$ cat config.mk
export PLATFORM = sky130hd
export DESIGN_NAME = window_ctrl
export DESIGN_NICKNAME = d
export VERILOG_FILES = /design/src/rtl/window_pkg.sv /design/src/rtl/window_ctrl_cwp_step.sv /design/src/rtl/window_ctrl.sv
export SDC_FILE = /design/constraint.sdc
export NUM_CORES = 1
export LEC_CHECK = 0
export CELL_PAD_IN_SITES_DETAIL_PLACEMENT = 1
export CELL_PAD_IN_SITES_GLOBAL_PLACEMENT = 1
export CORE_ASPECT_RATIO = 0.75
export CORE_MARGIN = 3
export CORE_UTILIZATION = 43
export DETAILED_ROUTE_END_ITERATION = 7
export DONT_BUFFER_PORTS = 1
export PLACE_DENSITY_LB_ADDON = 0.1
export SETUP_SLACK_MARGIN = 0.2
export SLEW_MARGIN = 40
export SYNTH_ARGS = -nofsm -noshare
export SYNTH_HDL_FRONTEND = slang
export SYNTH_SLANG_ARGS = --single-unit
$ cat constraint.sdc
create_clock -name clk -period 2.43 [get_ports clk]
set_input_delay 0.729 -clock clk [delete_from_list [all_inputs] [get_ports clk]]
set_output_delay 0.729 -clock clk [all_outputs]
set_load 0.02 [all_outputs]
$ cat src/rtl/window_pkg.sv
// rtl/window_pkg.sv - Op codes, SPARC trap types and FSM encoding for the window sequencer
package window_pkg;

  localparam logic [2:0] OP_NOP     = 3'd0;
  localparam logic [2:0] OP_SAVE    = 3'd1;
  localparam logic [2:0] OP_RESTORE = 3'd2;
  localparam logic [2:0] OP_TRAP    = 3'd3;
  localparam logic [2:0] OP_RETT    = 3'd4;
  localparam logic [2:0] OP_WRCWP   = 3'd5;
  localparam logic [2:0] OP_WRWIM   = 3'd6;

  localparam logic [7:0] TT_ILLEGAL = 8'h02;
  localparam logic [7:0] TT_PRIV    = 8'h03;
  localparam logic [7:0] TT_WOVF    = 8'h05;
  localparam logic [7:0] TT_WUNF    = 8'h06;

  typedef enum logic [1:0] {
    ST_IDLE  = 2'd0,
    ST_EVAL  = 2'd1,
    ST_RESP  = 2'd2,
    ST_ERROR = 2'd3
  } state_t;

endpackage

$ cat src/rtl/window_ctrl_cwp_step.sv
// rtl/window_ctrl_cwp_step.sv - Neighbouring window pointers of CWP, modulo NWINDOWS
module cwp_step #(
  parameter int NWINDOWS = 3
) (
  input  logic [4:0] cwp,
  output logic [4:0] inc,
  output logic [4:0] dec
);

  localparam logic [4:0] LAST = 5'(NWINDOWS - 1);

  assign inc = (cwp == LAST) ? 5'd0 : cwp + 5'd1;
  assign dec = (cwp == 5'd0) ? LAST : cwp - 5'd1;

endmodule

$ cat src/rtl/window_ctrl.sv
// rtl/window_ctrl.sv - CWP/WIM/ET/S/PS sequencer; `define WIN_STATS_EN adds overflow/underflow counters
module window_ctrl
  import window_pkg::*;
#(
  parameter int NWINDOWS = 3
) (
  input  logic                clk,
  input  logic                rst,
  input  logic                op_valid,
  input  logic [2:0]          op_code,
  input  logic [31:0]         op_data,
  output logic                op_ready,
  output logic                done_valid,
  output logic                done_trap,
  output logic [7:0]          done_tt,
  output logic [4:0]          cwp_out,
  output logic [NWINDOWS-1:0] wim_out,
  output logic                et_out,
  output logic                s_out,
  output logic                error_mode,
  output logic [15:0]         ovf_cnt,
  output logic [15:0]         unf_cnt
);

  // Only the operand bits any op can consume are latched: tt needs 8, WRWIM needs NWINDOWS.
  localparam int DW = (NWINDOWS > 8) ? NWINDOWS : 8;
  localparam logic [4:0] NW5 = 5'(NWINDOWS);

  state_t          state;
  logic [2:0]      code_q;
  logic [DW-1:0]   data_q;
  logic            ps;
  logic [4:0]      inc, dec;
  logic            wim_inc, wim_dec;
  logic            unused_data;

  assign unused_data = ^op_data[31:DW];

  cwp_step #(.NWINDOWS(NWINDOWS)) u_step (
    .cwp (cwp_out),
    .inc (inc),
    .dec (dec)
  );

  assign wim_dec = |(wim_out & (NWINDOWS'(1) << dec));
  assign wim_inc = |(wim_out & (NWINDOWS'(1) << inc));

  always_ff @(posedge clk or negedge rst) begin
    if (!rst) begin
      state      <= ST_IDLE;
      code_q     <= '0;
      data_q     <= '0;
      op_ready   <= 1'b1;
      done_valid <= 1'b0;
      done_trap  <= 1'b0;
      done_tt    <= '0;
      cwp_out    <= '0;
      wim_out    <= '0;
      et_out     <= 1'b0;
      s_out      <= 1'b1;
      ps         <= 1'b0;
      error_mode <= 1'b0;
    end else begin
      case (state)
        ST_IDLE: begin
          if (op_valid && op_ready) begin
            code_q   <= op_code;
            data_q   <= op_data[DW-1:0];
            op_ready <= 1'b0;
            state    <= ST_EVAL;
          end
        end
        ST_EVAL: begin
          done_valid <= 1'b1;
          done_trap  <= 1'b0;
          done_tt    <= '0;
          state      <= ST_RESP;
          case (code_q)
            OP_SAVE: begin
              if (wim_dec) begin
                done_trap <= 1'b1;
                done_tt   <= TT_WOVF;
              end else begin
                cwp_out <= dec;
              end
            end
            OP_RESTORE: begin
              if (wim_inc) begin
                done_trap <= 1'b1;
                done_tt   <= TT_WUNF;
              end else begin
                cwp_out <= inc;
              end
            end
            OP_TRAP: begin
              done_tt <= data_q[7:0];
              if (et_out) begin
                cwp_out <= dec;
                ps      <= s_out;
                s_out   <= 1'b1;
                et_out  <= 1'b0;
              end else begin
                // Trap with traps disabled: the core is dead until reset.
                error_mode <= 1'b1;
                done_trap  <= 1'b1;
                state      <= ST_ERROR;
              end
            end
            OP_RETT: begin
              if (et_out) begin
                done_trap <= 1'b1;
                done_tt   <= TT_ILLEGAL;
              end else if (!s_out) begin
                done_trap <= 1'b1;
                done_tt   <= TT_PRIV;
              end else if (wim_inc) begin
                done_trap <= 1'b1;
                done_tt   <= TT_WUNF;
              end else begin
                cwp_out <= inc;
                s_out   <= ps;
                et_out  <= 1'b1;
              end
            end
            OP_WRCWP: begin
              if (!s_out) begin
                done_trap <= 1'b1;
                done_tt   <= TT_PRIV;
              end else if (data_q[4:0] >= NW5) begin
                done_trap <= 1'b1;
                done_tt   <= TT_ILLEGAL;
              end else begin
                cwp_out <= data_q[4:0];
              end
            end
            OP_WRWIM: begin
              if (!s_out) begin
                done_trap <= 1'b1;
                done_tt   <= TT_PRIV;
              end else begin
                wim_out <= data_q[NWINDOWS-1:0];
              end
            end
            default: ;
          endcase
        end
        ST_RESP: begin
          done_valid <= 1'b0;
          done_trap  <= 1'b0;
          done_tt    <= '0;
          op_ready   <= 1'b1;
          state      <= ST_IDLE;
        end
        ST_ERROR: begin
          done_valid <= 1'b0;
          done_trap  <= 1'b0;
          done_tt    <= '0;
          op_ready   <= 1'b0;
        end
        default: state <= ST_IDLE;
      endcase
    end
  end

`ifdef WIN_STATS_EN
  logic ovf_hit, unf_hit;

  assign ovf_hit = (state == ST_EVAL) && (code_q == OP_SAVE) && wim_dec;
  assign unf_hit = (state == ST_EVAL) && wim_inc &&
                   ((code_q == OP_RESTORE) || ((code_q == OP_RETT) && !et_out && s_out));

  always_ff @(posedge clk or negedge rst) begin
    if (!rst) begin
      ovf_cnt <= '0;
      unf_cnt <= '0;
    end else begin
      if (ovf_hit && (ovf_cnt != 16'hFFFF)) ovf_cnt <= ovf_cnt + 16'd1;
      if (unf_hit && (unf_cnt != 16'hFFFF)) unf_cnt <= unf_cnt + 16'd1;
    end
  end
`else
  assign ovf_cnt = '0;
  assign unf_cnt = '0;
`endif

endmodule

==> results.toml <==
[outcome]
status = "complete, no violations"

[synth]
avgSynthCellArea_um2 = 10.0
synth_compound_gate_area_share_pct = 16.0
synthSimpleGateAreaFrac_pct = 16.1
ys.flop_type = "dfrtp_1"
synth_top_family_by_area = "buffers and inverters"
syn-cell-area_um2 = 2530
yosys_warnings = 0
synthArstFlopShare_pct = 100
yosysTopAreaCell = "dfrtp_1"
synth.area.top_cells = "dfrtp_1, buf_4, mux2_2"
synth_top_area_share_pct = 33.6
netlist_instances = 252
synth_mux_area_share_pct = 10.7
synth_seq_cells = 36
synth-adder-area-share_pct = 4.45
synth_cell_types = 56
synth-edff-count = 0
ys_seq_area_share_pct = 35.7
synthXorXnorAreaFrac_pct = 0.692

[sta]
tightest_slew_ns = 0.522
maxSlewViolCount = 0
hold_violations = 0
clock-skew-final_ns = 0.00901
rsz0062_at_grt = "true"
final-setup-viol-count = 0
layout_setup_ws_ns = 0.160
fin_tns_setup_ns = 0
fin_crit_sh_pct = 93.4
maxSlewHeadroom_pct = 64.9
finalCriticalPeriod_ns = 2.27
max_freq_mhz = 441

[power_and_ir_drop]
peakVddDrop_mv = 0.680
totalPowerFinal_mw = 3.94
leakage_nw = 1.27
powerDensity_nw_per_um2 = 1380

[global_routing]
grt_pass1_vias = 1898
overflow = 0
grt_usage_pct = 19.8
antenna_found_initial = 0
grt_first_pass_wirelength_mm = 10.4
grt_max_degree = 37

[final_layout]
stdcell_count = 355
area_growth_pct = 12.8
antenna_cells = 0
mostFrequentLayoutCells = "buf_4, conb_1, dfrtp_1, nand2_1, mux2_2"
layout_commonest_cell = "buf_4"
nets = 326
layout-drive-gt1-share_pct = 33.2
fillers = 640

[placed_design]
dp.cells = 338
gp_congestion = 0.808
pre_cts_slack_ns = 0.0453
port_buffers = 0
dp_hpwl_mm = 4.94

[die]
core_region_area_um2 = 5530
die_h_um = 72.4
io_pins = 92
initial_core_util_pct = 45.8
die_area_um2 = 6850
core.rowCount = 23
die_width_um = 94.6

[min_path]
hold_class = "in -> async"

[clock_network]
cts_tree = "done"
clock-sinks = 36
cts_root_buffer = "clkbuf_8"
h-tree-depth = 2
cts_max_path_buffers = 2
clkSlewWorstSetupHoldPaths_ns = 0.08
cts_made_buffers = 5
worstSkewPairLatency_ns = 0.30

[worst_setup_path]
crit_required_ns = 2.61
worstSetupEndpointType = "flop"
path_max_fanout = 5
ff2ff_path_depth = 9
arrival_ns = 2.45
cp-start-kind = "flop"
rrSetupSlack_ns = 0.16
path_class = "reg -> reg"

[run]
max_cap_violations = 0

[detailed_routing]
via_per_inst = 5.28
drt_wl_total_mm = 6.28
first_pass_iters = 4
vias = 1876
drt-wirelength-per-cell_um = 17.7
drt-initial-drc-count = 97
antenna_left = 0
drc = 0
final cells by class:
cell class                      count  area, um^2  area share, %
Timing Repair Buffer               35         270           9.47
Clock buffer                        5        68.8           2.41
Clock inverter                      3        23.8          0.833
Sequential cell                    36         908           31.8
Multi-Input combinational cell    189        1440           50.3
Tap cell                           75        93.8           3.29
Inverter                           12        52.6           1.84
synth_stat cells (all sizes together), types with 2 or more instances:
| cell type | number |
|---|---|
| o22ai | 2 |
| inv | 12 |
| and3 | 2 |
| mux2 | 18 |
| mux2i | 6 |
| dfstp | 2 |
| a22o | 6 |
| a311oi | 2 |
| clkbuf | 6 |
| nor2b | 5 |
| nand3 | 4 |
| nand2 | 26 |
| o211ai | 3 |
| a21o | 3 |
| o21ai | 12 |
| buf | 40 |
| nand2b | 3 |
| o31ai | 3 |
| nor2 | 8 |
| ha | 9 |
| or3 | 2 |
| a211oi | 4 |
| a221oi | 2 |
| a21oi | 7 |
| nor4b | 2 |
| dfrtp | 34 |
| and2b | 2 |
| nor3 | 6 |
where the power goes:
part | total [mW] | switching (mW) | leakage, nW | internal [mW]
clock | 0.443 | 0.240 | 0.0404 | 0.203
sequential | 1.14 | 0.337 | 0.452 | 0.808
combinational | 2.35 | 1.24 | 0.773 | 1.12
kinds of logic after synthesis:
logic type / count (synthesis)
flip-flops: 36
adder cells (fa/ha/maj): 9
multiplexers: 24
XOR/XNOR: 2
AND/OR/NAND/NOR: 69
AO/OA/AOI/OAI: 53
other: 1
buffers and inverters: 58
sequential cells by signal, summed over array words and instances (netlist names):
signal	cells
s_out	1
error_mode	1
op_ready	1
done_valid	1
et_out	1
ps	1
wim_out	3
cwp_out	5
state	2
done_trap	1
code_q	3
data_q	8
done_tt	8
worst max-delay path: stages, from the launching register on:
cell     delay, ns
dfrtp_2       0.50
inv_8         0.08
buf_4         0.14
ha_4          0.16
nor3b_2       0.19
mux2i_1       0.32
and4_4        0.29
nor4_4        0.04
buf_6         0.14
mux2_4        0.29
layer usage:
metal | vias up | part of all wire (%) | global-route usage [%]
li1 | 876 | - | -
met1 | 944 | 52 | 30.0
met2 | 52 | 42 | 28.5
met3 | 4 | 4.9 | 4.77
met4 | 0 | 0.73 | 4.48
met5 | - | 0 | 0
per-stage QoR:
| stage | util, % | hold slack, ns | area, um^2 |
|---|---|---|---|
| detailed placement | 47.8 | 0.434 | 2640 |
| global placement | 47.8 | 0.434 | 2640 |
| CTS | 51.4 | 0.106 | 2840 |
| global route | 51.6 | 0.0869 | 2850 |
| finish | 51.6 | 0.115 | 2850 |
| floorplan | - | 0.433 | 2720 |
path summary, 6_finish.rpt:
path	end	startpoint
max in group asynchronous	s_out$_DFFE_PN1P_	rst
worst max-delay path	cwp_out[2]$_DFFE_PN0P_	cwp_out[0]$_DFFE_PN0P_
worst max register to register	cwp_out[2]$_DFFE_PN0P_	cwp_out[0]$_DFFE_PN0P_
worst min-delay path	done_tt[5]$_DFFE_PN0P_	rst
worst min register to register	done_tt[5]$_DFFE_PN0P_	data_q[5]$_DFFE_PN0P_
min in group clk	done_tt[5]$_DFFE_PN0P_	data_q[5]$_DFFE_PN0P_
what timing repair did:
action                     in CTS  in global routing
setup endpoints to repair       8                  8
pin swaps                       7                  3
setup buffers                   9                  0
hold buffers                    0                  0
resized for setup              10                  3
(Power assumes the default switching activity.)
